File: config.mk
export PLATFORM = sky130hd
export DESIGN_NAME = rca_share_sequencer
export DESIGN_NICKNAME = d
export VERILOG_FILES = /design/src/rtl/rca_share_sequencer.sv
export SDC_FILE = /design/constraint.sdc
export NUM_CORES = 1
export LEC_CHECK = 0
export ABC_AREA = 1
export CAP_MARGIN = 20
export CORE_MARGIN = 1
export CORE_UTILIZATION = 54
export CTS_BUF_LIST = sky130_fd_sc_hd__clkbuf_8
export CTS_CLUSTER_DIAMETER = 40
export DETAILED_ROUTE_END_ITERATION = 6
export PLACE_DENSITY = 0.92
export SYNTH_ARGS = -nofsm -noshare
export SYNTH_HDL_FRONTEND = slang
export SYNTH_SLANG_ARGS = --single-unit
File: constraint.sdc
create_clock -name clk -period 5.4 [get_ports clk]
set_input_delay 0.81 -clock clk [delete_from_list [all_inputs] [get_ports clk]]
set_output_delay 0.81 -clock clk [all_outputs]
set_load 0.02 [all_outputs]
File: src/rtl/rca_share_sequencer.sv
// Shares one external SLICE-bit ripple adder between two round-robin requesters, LSB slice first.
// Result appears NSLICE+1 cycles after acceptance; no request is accepted while a result waits for rsp_ready.
module rca_share_sequencer #(
  parameter int WIDTH = 32,
  parameter int SLICE = 8
) (
  input  logic             clk,
  input  logic             rst_n,
  input  logic             req0_valid,
  output logic             req0_ready,
  input  logic [WIDTH-1:0] req0_a,
  input  logic [WIDTH-1:0] req0_b,
  input  logic             req0_sub,
  input  logic             req1_valid,
  output logic             req1_ready,
  input  logic [WIDTH-1:0] req1_a,
  input  logic [WIDTH-1:0] req1_b,
  input  logic             req1_sub,
  output logic [SLICE-1:0] add_a,
  output logic [SLICE-1:0] add_b,
  output logic             add_cin,
  input  logic [SLICE-1:0] add_s,
  input  logic             add_cout,
  output logic             rsp_valid,
  input  logic             rsp_ready,
  output logic [WIDTH-1:0] rsp_sum,
  output logic             rsp_cout,
  output logic             rsp_ovf,
  output logic             rsp_id
);

  localparam int NSLICE = WIDTH / SLICE;
  localparam int IW     = (NSLICE > 1) ? $clog2(NSLICE) : 1;

  typedef enum logic [1:0] {IDLE, RUN, DONE} state_t;

  state_t           state;
  logic [WIDTH-1:0] opa;
  logic [WIDTH-1:0] opb;
  logic [WIDTH-1:0] acc;
  logic [WIDTH-1:0] acc_nxt;
  logic [WIDTH-1:0] a_sh;
  logic [WIDTH-1:0] b_sh;
  logic [IW-1:0]    idx;
  logic             carry;
  logic             id;
  logic             last_grant;
  logic             gnt0;
  logic             gnt1;
  logic             sel_sub;
  logic             last_slice;
  logic             run;

  // On contention the requester that did not win last time gets the slot.
  assign gnt0 = req0_valid && (!req1_valid || last_grant);
  assign gnt1 = req1_valid && !gnt0;
  assign req0_ready = (state == IDLE) && gnt0;
  assign req1_ready = (state == IDLE) && gnt1;
  assign sel_sub    = gnt1 ? req1_sub : req0_sub;

  assign run        = (state == RUN);
  assign last_slice = (idx == IW'(NSLICE - 1));
  assign a_sh       = opa >> (int'(idx) * SLICE);
  assign b_sh       = opb >> (int'(idx) * SLICE);
  assign add_a      = run ? a_sh[SLICE-1:0] : '0;
  assign add_b      = run ? b_sh[SLICE-1:0] : '0;
  assign add_cin    = run ? carry : 1'b0;
  assign rsp_valid  = (state == DONE);

  always_comb begin
    acc_nxt = acc;
    acc_nxt[int'(idx)*SLICE +: SLICE] = add_s;
  end

  always_ff @(posedge clk) begin
    if (!rst_n) begin
      state      <= IDLE;
      opa        <= '0;
      opb        <= '0;
      acc        <= '0;
      idx        <= '0;
      carry      <= 1'b0;
      id         <= 1'b0;
      last_grant <= 1'b1;
      rsp_sum    <= '0;
      rsp_cout   <= 1'b0;
      rsp_ovf    <= 1'b0;
      rsp_id     <= 1'b0;
    end else begin
      case (state)
        IDLE: begin
          if (gnt0 || gnt1) begin
            opa        <= gnt1 ? req1_a : req0_a;
            opb        <= (gnt1 ? req1_b : req0_b) ^ {WIDTH{sel_sub}};
            carry      <= sel_sub;
            idx        <= '0;
            id         <= gnt1;
            last_grant <= gnt1;
            state      <= RUN;
          end
        end
        RUN: begin
          acc   <= acc_nxt;
          carry <= add_cout;
          idx   <= idx + 1'b1;
          if (last_slice) begin
            // Result registers change only here, so they stay put through DONE and after.
            rsp_sum  <= acc_nxt;
            rsp_cout <= add_cout;
            rsp_ovf  <= (add_a[SLICE-1] == add_b[SLICE-1]) && (add_s[SLICE-1] != add_a[SLICE-1]);
            rsp_id   <= id;
            idx      <= '0;
            state    <= DONE;
          end
        end
        DONE: begin
          if (rsp_ready) state <= IDLE;
        end
        default: state <= IDLE;
      endcase
    end
  end

endmodule

==> reports/results.tsv <==
metric	value	unit
critical_path.n_buffers_inverters	3	
postCtsResizedCells	0	
synth-seq-cells	138	
ys_seq_area_share	37.0	%
totalWireLength	20200	um
timing_hold_violations_final	0	
power-per-cell-area	272	mW/mm^2
p_comb_share	23.4	%
critical-path-slowest-cell	sky130_fd_sc_hd__dfxtp_2	
dr.first_iter.drc_count	666	
worst_r2r_startpoint	idx[0]	
cts_made_buffers	17	
die-height	120	um
drc	1	
hp-class	reg -> reg	
p_sw_share	29.9	%
global_route.usage.met1	35.4	%
worstMarginPinSlew	0.874	ns
synth_enable_flop_cells	0	
synth_top_area_share	37.0	%
global_route.overflow_total	0	
kind_of_cell_adding_the_most_delay_to_the_critical_path	buffers and inverters	
postLayoutCellArea	0.00983	mm^2
groute.usage.overall	28.9	%
cts_tree	built	
syn_nets	1303	
setup.worst_path.start_class	flop	
cpPeakStageDelay	0.91	ns
antenna_violating_nets_post_route	0	
worstPathRequired	4.59	ns
synth_top_cell_by_area	sky130_fd_sc_hd__dfxtp_1	
critPathMaxFanout	46	
worstSetupPathType	reg -> out	
maxSlewHeadroom	41.7	%
fmax	232	MHz
synth_top_cells_by_count	sky130_fd_sc_hd__nand2_1, sky130_fd_sc_hd__inv_1, sky130_fd_sc_hd__dfxtp_1, sky130_fd_sc_hd__o21ai_0, sky130_fd_sc_hd__nor2_1	
worstSetupPathDepth	6	
gr-usage-met3	5.13	%
crit_path_cell_trace	clkinv_1 > buf_4 > a21oi_1 > o21ai_0 > a21oi_1 > clkdlybuf4s50_1	
finish.utilization	73.6	%
violations	design-rule violations	
whs_endpoint	rsp_cout	
clockPowerShare	33.5	%
cts-hold-fix-buffers	0	
yosysWarnings	0	
area_of_the_die	0.0143	mm^2
minimum_clock_period_after_layout	4.31	ns
tns	0	ns
antenna_violations_before_repair	0	
report.power.total	2670	uW
num_vias	7723	
synthMuxAreaShare	0	%
design.portCount	199	
gate_count_of_the_mapped_netlist	1153	
die_width	120	um
final_replace_weighted_congestion	0.864	
setup_repair_after_global_routing_missed_its_margin	false	
pwr-share-seq	43.1	%
finish.net_count	1451	
total_cell_area_at_the_placement_stage	0.00937	mm^2
synth_async_sr_flop_share	0	%
finalSetupViolations	0	
ys_top_cells_by_area	sky130_fd_sc_hd__dfxtp_1, sky130_fd_sc_hd__nand2_1, sky130_fd_sc_hd__inv_1, sky130_fd_sc_hd__o21ai_0, sky130_fd_sc_hd__a21oi_1	
row_count	42	
post-cts-setup-buffers	0	
clock_sinks	138	
via_count_of_the_first_global_routing_pass	7218	
grtUsageMet2	49.7	%
finalClockSkew	0.0117	ns
drv_slew	0	
antenna_cells_inserted	0	
synth-main-ff-cell	sky130_fd_sc_hd__dfxtp_1	
clock_latency_on_the_worst_skew_pair	0.44	ns
power_leakage	0.00485	uW
wire_length_of_the_first_global_routing_pass	33300	um
post_synth_fa_ha_maj_area_fraction	1.01	%
tritonroute_pass_1_iters	7	
wl_per_cell	13.5	um
grt_max_degree	70	
r2r.worst_path.cells	8	
syn2layout_area_growth	31.6	%
cp.arrival	3.50	ns
synth_area	0.00746	mm^2
floorplan.core_area	0.0133	mm^2
min_delay_path_depth	2	
synthXorXnorAreaFrac	0	%
viasPerCell	5.18	
hold_path_startpoint	rsp_cout	
grt-busiest-layer	met2	
floorplan.initialDensity	55.9	%
portBuffers	198	
synth-compound-area-share	23.8	%
r2r-end	acc[0]	
root_buffer	sky130_fd_sc_hd__clkbuf_8	
syn_area_per_cell	6.47	um^2
p_switching	800	uW
timing.critical_path.to_type	output port	
cap_violations	0	
clk_pin_slew	0.07	ns
dp.final_hpwl	13900	um
r2r_setup_slack	2.04	ns
clock_path_buffers	2	
drive_above_1_share	4.11	%
synthDistinctLibCells	29	
synth_most_common_cell	sky130_fd_sc_hd__nand2_1	
main_combinational_cell_family_by_area_after_synthesis	compound AO/OA/AOI/OAI gates	
h-tree-depth	4	
status	finished with violations	
final.period_utilization	79.7	%
power_report.internal_total	1870	uW
worst_ir_drop_vdd	0.000149	V
post_synth_and_or_nand_nor_area_fraction	22.0	%
critPathMostFrequentCell	sky130_fd_sc_hd__a21oi_1	
## kinds of logic after synthesis
group                      count (synthesis)
and+or+nand+nor                          401
AOI/OAI and AO/OA                        309
adders and majority gates                  6
DFF                                      138
buffers and inverters                    299
## worst max path at each step
| stage | startpoint | endpoint | slack, ns |
|---|---|---|---|
| after floorplan | req1_valid | req1_ready | 2.90 |
| final | idx[0] | add_b[0] | 1.09 |
| after global routing | idx[0] | add_b[0] | 0.83 |
| after global placement | idx[0] | add_b[1] | 1.67 |
| after CTS | idx[0] | add_b[0] | 1.13 |
| after detailed placement | idx[0] | add_b[6] | 1.67 |
## worst min-delay path, stage by stage (launching register included)
cell and delay [ns]:
sky130_fd_sc_hd__dfxtp_1 0.32, sky130_fd_sc_hd__nand2_1 0.06, sky130_fd_sc_hd__a21oi_1 0.06
## flip-flops by register name, summed over array words and instances (netlist names)
signal and count:
id 1, last_grant 1, state 2, carry 1
opa 32, idx 2, acc 32, opb 32
rsp_id 1, rsp_ovf 1, rsp_cout 1, rsp_sum 32
## through the flow
step | setup WS (ns) | hold WS (ns) | cells
2_1_floorplan | 2.90 | 0.440 | 1153
3_3_place_gp | 1.67 | 0.457 | 1456
3_5_place_dp | 1.67 | 0.460 | 1457
4_1_cts | 1.13 | 0.474 | 1489
5_1_grt | 0.834 | 0.492 | 1490
6_report | 1.09 | 0.476 | 1490
## cell type report
type                    count  area (um^2)
flip-flops and latches    138         2760
clock inverters            11          143
fillers                  1055         3520
well taps                 176          220
inverters                 221          830
repair buffers            207         2080
multi-input cells         716         3500
clock buffers              21          289
## power groups by stage
stage	combinational [uW]	sequential, uW	clock (uW)
6_report	625	1150	896
5_1_grt	699	1160	953
3_3_place_gp	600	1170	0
4_1_cts	621	1150	904
2_1_floorplan	413	1150	0
3_5_place_dp	616	1170	0
## cell usage in the layout (no fill, tap or decap)
master / count
sky130_fd_sc_hd__a211oi_1: 1
sky130_fd_sc_hd__a21oi_1: 80
sky130_fd_sc_hd__a21oi_4: 2
sky130_fd_sc_hd__a31oi_1: 1
sky130_fd_sc_hd__and2_1: 1
sky130_fd_sc_hd__buf_12: 1
sky130_fd_sc_hd__buf_16: 1
sky130_fd_sc_hd__buf_2: 1
sky130_fd_sc_hd__buf_4: 7
sky130_fd_sc_hd__bufinv_16: 3
sky130_fd_sc_hd__clkbuf_8: 21
sky130_fd_sc_hd__clkdlybuf4s50_1: 197
sky130_fd_sc_hd__clkinv_1: 4
sky130_fd_sc_hd__clkinv_2: 2
sky130_fd_sc_hd__clkinvlp_4: 4
sky130_fd_sc_hd__dfxtp_1: 137
sky130_fd_sc_hd__dfxtp_2: 1
sky130_fd_sc_hd__ha_1: 6
sky130_fd_sc_hd__inv_1: 212
sky130_fd_sc_hd__inv_2: 6
sky130_fd_sc_hd__inv_6: 1
sky130_fd_sc_hd__nand2_1: 230
sky130_fd_sc_hd__nand2_2: 2
sky130_fd_sc_hd__nand2b_1: 15
sky130_fd_sc_hd__nand3_1: 59
sky130_fd_sc_hd__nand4_1: 4
sky130_fd_sc_hd__nor2_1: 89
sky130_fd_sc_hd__nor2_4: 1
sky130_fd_sc_hd__o211ai_1: 33
sky130_fd_sc_hd__o21a_1: 25
sky130_fd_sc_hd__o21ai_0: 112
sky130_fd_sc_hd__o21ai_1: 16
sky130_fd_sc_hd__o21ai_4: 1
sky130_fd_sc_hd__o21bai_1: 8
sky130_fd_sc_hd__o22ai_1: 30
## metal layers
| layer | wire length [um] | vias to the layer above |
|---|---|---|
| li1 | - | 3937 |
| met1 | 8460 | 3434 |
| met2 | 9800 | 314 |
| met3 | 1370 | 38 |
| met4 | 527 | 0 |
| met5 | 0 | - |
(Power assumes the default switching activity.)
